===== src/rtl/keypad_entry.sv =====
// 4x4 hex keypad scanner: walks a low on the columns, debounces whole-scan results and shifts
// accepted digits into a right-aligned 32-bit value with a matching digit-blanking mask.
module keypad_entry #(
  parameter int unsigned SCAN_DIV       = 62499,
  parameter int unsigned DEBOUNCE_SCANS = 4
) (
  input  logic        clk,
  input  logic        reset,
  input  logic [3:0]  row,
  input  logic        clear,
  output logic [3:0]  col,
  output logic [31:0] number,
  output logic [7:0]  AN_ON,
  output logic        key_valid,
  output logic [3:0]  key_code
);

  localparam int unsigned PrescW = (SCAN_DIV > 0) ? $clog2(SCAN_DIV + 1) : 1;
  localparam logic [PrescW-1:0] PrescMax = PrescW'(SCAN_DIV);
  localparam logic [3:0] DebN = 4'(DEBOUNCE_SCANS);

  typedef enum logic [1:0] {StIdle, StDebounce, StHeld} state_e;

  logic [3:0]        row_meta_q, row_meta_d, row_sync_q, row_sync_d;
  logic [PrescW-1:0] presc_q, presc_d;
  logic [1:0]        col_idx_q, col_idx_d;
  // Keys seen so far this scan, saturating at 2 (= MULTI)
  logic [1:0]        acc_cnt_q, acc_cnt_d;
  logic [3:0]        acc_code_q, acc_code_d;
  state_e            state_q, state_d;
  logic [3:0]        cand_q, cand_d;
  logic [3:0]        cnt_q, cnt_d;
  logic [3:0]        rel_q, rel_d;
  logic [31:0]       number_q, number_d;
  logic [7:0]        an_q, an_d;
  logic              key_valid_q, key_valid_d;
  logic [3:0]        key_code_q, key_code_d;

  logic       tick, scan_done, accept;
  logic [1:0] samp_cnt, tot_cnt;
  logic [3:0] samp_code, tot_code;
  logic [2:0] sum;

  function automatic logic [3:0] key_lut(input logic [1:0] r, input logic [1:0] c);
    logic [3:0] k;
    unique case ({r, c})
      4'b00_00: k = 4'h1;
      4'b00_01: k = 4'h2;
      4'b00_10: k = 4'h3;
      4'b00_11: k = 4'hA;
      4'b01_00: k = 4'h4;
      4'b01_01: k = 4'h5;
      4'b01_10: k = 4'h6;
      4'b01_11: k = 4'hB;
      4'b10_00: k = 4'h7;
      4'b10_01: k = 4'h8;
      4'b10_10: k = 4'h9;
      4'b10_11: k = 4'hC;
      4'b11_00: k = 4'h0;
      4'b11_01: k = 4'hF;
      4'b11_10: k = 4'hE;
      default:  k = 4'hD;
    endcase
    return k;
  endfunction

  // Decode the rows sampled for the driven column and merge them into this scan's result
  always_comb begin
    samp_cnt  = 2'd0;
    samp_code = 4'd0;
    for (int r = 0; r < 4; r++) begin
      if (!row_sync_q[r]) begin
        samp_cnt  = (samp_cnt == 2'd2) ? 2'd2 : samp_cnt + 2'd1;
        samp_code = key_lut(2'(r), col_idx_q);
      end
    end
    sum      = {1'b0, acc_cnt_q} + {1'b0, samp_cnt};
    tot_cnt  = (sum >= 3'd2) ? 2'd2 : sum[1:0];
    tot_code = (samp_cnt != 2'd0) ? samp_code : acc_code_q;
  end

  // Prescaler, column walk and per-scan accumulation
  always_comb begin
    row_meta_d = row;
    row_sync_d = row_meta_q;
    tick       = (presc_q == PrescMax);
    presc_d    = tick ? '0 : presc_q + 1'b1;
    col_idx_d  = col_idx_q;
    acc_cnt_d  = acc_cnt_q;
    acc_code_d = acc_code_q;
    scan_done  = 1'b0;
    if (tick) begin
      col_idx_d = col_idx_q + 2'd1;
      if (col_idx_q == 2'd3) begin
        scan_done  = 1'b1;
        acc_cnt_d  = 2'd0;
        acc_code_d = 4'd0;
      end else begin
        acc_cnt_d  = tot_cnt;
        acc_code_d = tot_code;
      end
    end
  end

  // Debounce FSM: advances once per full scan
  always_comb begin
    state_d = state_q;
    cand_d  = cand_q;
    cnt_d   = cnt_q;
    rel_d   = rel_q;
    accept  = 1'b0;
    if (scan_done) begin
      unique case (state_q)
        StIdle: begin
          if (tot_cnt == 2'd1) begin
            cand_d = tot_code;
            cnt_d  = 4'd1;
            if (DebN == 4'd1) begin
              accept  = 1'b1;
              state_d = StHeld;
              rel_d   = 4'd0;
            end else begin
              state_d = StDebounce;
            end
          end
        end
        StDebounce: begin
          if (tot_cnt == 2'd1 && tot_code == cand_q) begin
            cnt_d = cnt_q + 4'd1;
            if (cnt_d == DebN) begin
              accept  = 1'b1;
              state_d = StHeld;
              rel_d   = 4'd0;
            end
          end else begin
            state_d = StIdle;
            cnt_d   = 4'd0;
          end
        end
        StHeld: begin
          if (tot_cnt == 2'd0) begin
            rel_d = rel_q + 4'd1;
            if (rel_d == DebN) begin
              state_d = StIdle;
              rel_d   = 4'd0;
            end
          end else begin
            rel_d = 4'd0;
          end
        end
        default: state_d = StIdle;
      endcase
    end
  end

  // Digit entry; clear overrides a coincident accept for the value and mask only
  always_comb begin
    key_valid_d = accept;
    key_code_d  = accept ? cand_d : key_code_q;
    number_d    = number_q;
    an_d        = an_q;
    if (clear) begin
      number_d = 32'd0;
      an_d     = 8'hFF;
    end else if (accept) begin
      number_d = {number_q[27:0], cand_d};
      an_d     = {an_q[6:0], 1'b0};
    end
  end

  // State registers
  always_ff @(posedge clk or posedge reset) begin
    if (reset) begin
      row_meta_q  <= 4'hF;
      row_sync_q  <= 4'hF;
      presc_q     <= '0;
      col_idx_q   <= 2'd0;
      acc_cnt_q   <= 2'd0;
      acc_code_q  <= 4'd0;
      state_q     <= StIdle;
      cand_q      <= 4'd0;
      cnt_q       <= 4'd0;
      rel_q       <= 4'd0;
      number_q    <= 32'd0;
      an_q        <= 8'hFF;
      key_valid_q <= 1'b0;
      key_code_q  <= 4'd0;
    end else begin
      row_meta_q  <= row_meta_d;
      row_sync_q  <= row_sync_d;
      presc_q     <= presc_d;
      col_idx_q   <= col_idx_d;
      acc_cnt_q   <= acc_cnt_d;
      acc_code_q  <= acc_code_d;
      state_q     <= state_d;
      cand_q      <= cand_d;
      cnt_q       <= cnt_d;
      rel_q       <= rel_d;
      number_q    <= number_d;
      an_q        <= an_d;
      key_valid_q <= key_valid_d;
      key_code_q  <= key_code_d;
    end
  end

  assign col       = ~(4'b0001 << col_idx_q);
  assign number    = number_q;
  assign AN_ON     = an_q;
  assign key_valid = key_valid_q;
  assign key_code  = key_code_q;

endmodule


===== config.mk =====
export PLATFORM = sky130hd
export DESIGN_NAME = keypad_entry
export DESIGN_NICKNAME = d
export VERILOG_FILES = /design/src/rtl/keypad_entry.sv
export SDC_FILE = /design/constraint.sdc
export NUM_CORES = 1
export LEC_CHECK = 0
export CAP_MARGIN = 25
export CORE_UTILIZATION = 50
export DETAILED_ROUTE_END_ITERATION = 8
export DONT_BUFFER_PORTS = 1
export GPL_TIMING_DRIVEN = 0
export PLACE_DENSITY = 0.68
export SETUP_SLACK_MARGIN = 0.02
export SLEW_MARGIN = 20
export SYNTH_ARGS = -nofsm -noshare
export SYNTH_HDL_FRONTEND = slang
export SYNTH_SLANG_ARGS = --single-unit

===== constraint.sdc =====
create_clock -name clk -period 3.32 [get_ports clk]
set_input_delay 0.332 -clock clk [delete_from_list [all_inputs] [get_ports clk]]
set_output_delay 0.332 -clock clk [all_outputs]
set_load 0.1 [all_outputs]

==> flow_summary.yaml <==
logic_synthesis:
  ys_async_sr_fraction_pct: 100.0
  yosysSeqAreaShare_pct: 49.65
  synth_area_per_cell_um2: 10.91
  yosysTopAreaCellShare_pct: 40.56
  synth-edff-count: 0
  synth_common_cells: "dfrtp_1, nor2_1, mux2i_1"
  ys.flop_type: "dfrtp_1"
  synth_top_area_cell: "dfrtp_1"
  synth_cell_types: 66
  synth_area_mm2: 0.004627
  synth_seq_cells: 91
  yosysMostFrequentCell: "dfrtp_1"
  synthCells: 424
  synthTopCellsByArea: "dfrtp_1, dfstp_2, mux2i_1"
  syn_nets: 447
  yosysWarnings: 0
sta:
  slew_viol_final: 0
  period_needed_ns: 3.615
  period_share_pct: 108.9
  max_freq_ghz: 0.2766
  tightest_slew_ns: 1.068
  setup_viol: 54
  grt_setup_unrepaired: "yes"
  maxSlewHeadroom_pct: 28.79
  worst_slack_ns: -0.2951
  skew_ns: 0.01406
  finalHoldViolations: 0
cells_and_area:
  antenna_cells: 0
  largest_reg_flops: 32
  fin_area_mm2: 0.005502
  syn_to_final_growth_pct: 18.90
  final_core_util_pct: 62.17
  num-nets-final: 490
  drive_gt1_share_pct: 27.12
detailed_routing:
  ant_nets: 0
  via_per_inst: 5.643
  avgRoutedWirePerCell_um: 16.91
  via_count: 3273
  first_pass_iters: 4
  detail_route.iter0.violations: 163
  drc: 0
  routed_wl_um: 9807
floorplan:
  ioPinCount: 56
  rows: 34
  start_util_pct: 52.29
  core_mm2: 0.008848
  die_width_um: 98.20
  die_area_mm2: 0.009642
  die_height_um: 98.20
power:
  internal_power_mw: 1.485
  p_clk_share_pct: 36.1
  powerDensity_mw_per_mm2: 370.6
  p_leak_nw: 2.376
  p_sw_share_pct: 27.18
  power_frac_seq_pct: 55.0
  p_comb_share_pct: 8.9
  ir_drop_uv: 235.3
  p_switching_mw: 0.5543
setup_path:
  crit_chain: "buf_6 > ha_4 > nor2_1 > a21oi_2 > ha_4 > nor2_2 > a21oi_2 > ha_2 > inv_2 > fa_2 > and3_4 > and2_4 > mux2i_4 > buf_4 > nor4_4 > nand2b_4 > mux2_2"
  cp.arrival_ns: 3.87
  end_kind: "register"
  cp_slowest_cell: "dfstp_2"
  start_kind: "register"
  critPathKind: "reg2reg"
  crit_path_max_fanout: 3
  cp.required_ns: 3.57
  cp_slowest_stage_delay_ns: 0.58
clock_network:
  cts_inserted_buffers: 9
  clk_pin_slew_ns: 0.11
  h-tree-depth: 3
  cts_tree: "built"
  insertion_delay_ns: 0.37
  clk_path_buf_depth: 2
  cts_sinks: 91
  cts_root_buf: "clkbuf_8"
run:
  max-cap-violations: 0
placement:
  dp_hpwl_um: 6460
  gp_congestion: 0.8131
  post_dp_cell_area_mm2: 0.004816
  io_buffers: 0
worst_hold_path:
  hp-class: "in2reg"
global_routing:
  grt-ovfl-total: 0
  grt_pass1_wl_um: 16840
  grt_pass1_vias: 3390
  grt_max_degree: 57
  grt_util_all_layers_pct: 22.00
  antenna_found_initial: 0
outcome:
  violations: "setup timing"
  outcome: "finished, violations left"
==> per-layer routing <==
metal	wire length, µm	global-route usage [%]	up-vias
met5	0	0	-
met4	132	7.692	0
met3	452	4.796	12
met2	4768	35.70	65
met1	4453	29.31	1620
li1	-	-	1576
==> power by group through the flow <==
stage	clock (mW)	sequential [mW]	combinational [mW]
floorplan	0	1.14	0.104
global placement	0	1.14	0.127
detailed placement	0	1.14	0.134
CTS	0.751	1.12	0.166
global route	0.794	1.12	0.199
finish	0.737	1.12	0.181
==> per-stage QoR <==
step | instances | setup TNS [ns] | power [mW] | setup slack, ns | hold slack [ns]
after floorplan | 424 | -6.248 | 1.245 | -0.1678 | 0.3365
after global placement | 532 | -45.15 | 1.270 | -0.5386 | 0.3365
after detailed placement | 533 | -28.06 | 1.277 | -0.6146 | 0.2566
after CTS | 581 | -19.27 | 2.038 | -0.4291 | 0.3488
after global routing | 580 | -20.54 | 2.114 | -0.4711 | 0.3669
final | 580 | -10.32 | 2.039 | -0.2951 | 0.3402
==> final timing paths <==
kind,slack [ns],cells after the start,from,endpoint
worst max-delay path,-0.30,17,row_sync_q[1],rel_q[3]
worst min-delay path,0.34,2,clear,number[17]
worst max register to register,-0.30,17,row_sync_q[1],rel_q[3]
worst min register to register,0.36,0,row_meta_q[3],row_sync_q[3]
max in group asynchronous,2.17,3,reset,AN_ON[5]
min in group asynchronous,0.46,2,reset,number[17]
==> critical path, delay by kind of cell (launching register included) <==
family / cells / cell delay, ns
DFF: 1 / 0.58
buffers and inverters: 3 / 0.31
muxes: 2 / 0.40
adders and majority gates: 4 / 1.03
AOI/OAI and AO/OA: 2 / 0.30
and+or+nand+nor: 6 / 0.88
==> timing repair <==
action	4_1_cts	5_1_grt
endpoints found under the hold margin	36	0
buffers inserted	25	3
setup endpoints to repair	59	59
resized for setup	31	29
gates cloned	3	1
hold buffers	5	0
pin swaps	17	14
==> placed cells by master (no fill, tap or decap), drive strengths merged, types with 11 or more instances in the layout <==
cell,instances
mux2i,34
ha,15
dfrtp,75
xnor2,11
dfstp,16
clkbuf,17
buf,37
inv,25
nand2,30
o21ai,21
nand3,13
nor2,52
==> layout make-up <==
cell class / instances / area [µm²]
buffer: 16 / 121.4
timing repair buffer: 34 / 366.6
sequential: 91 / 2297
inverter: 21 / 81.33
multi-input combinational: 294 / 2308
fill: 729 / 3347
clock buffer: 9 / 123.9
clock inverter: 7 / 67.56
tap: 108 / 135.1
==> logic make-up (layout without fill, tap and decap cells) <==
| logic type | after synthesis | after routing | share of synthesized area, % |
|---|---|---|---|
| AO/OA/AOI/OAI | 71 | 71 | 10.90 |
| XOR/XNOR | 15 | 15 | 2.839 |
| AND/OR/NAND/NOR | 152 | 152 | 18.44 |
| multiplexers | 40 | 40 | 8.897 |
| adder cells (fa/ha/maj) | 16 | 16 | 4.489 |
| buffers and inverters | 39 | 87 | 4.787 |
| flip-flops | 91 | 91 | 49.65 |
Note: power is estimated with default switching activity, not from simulation.
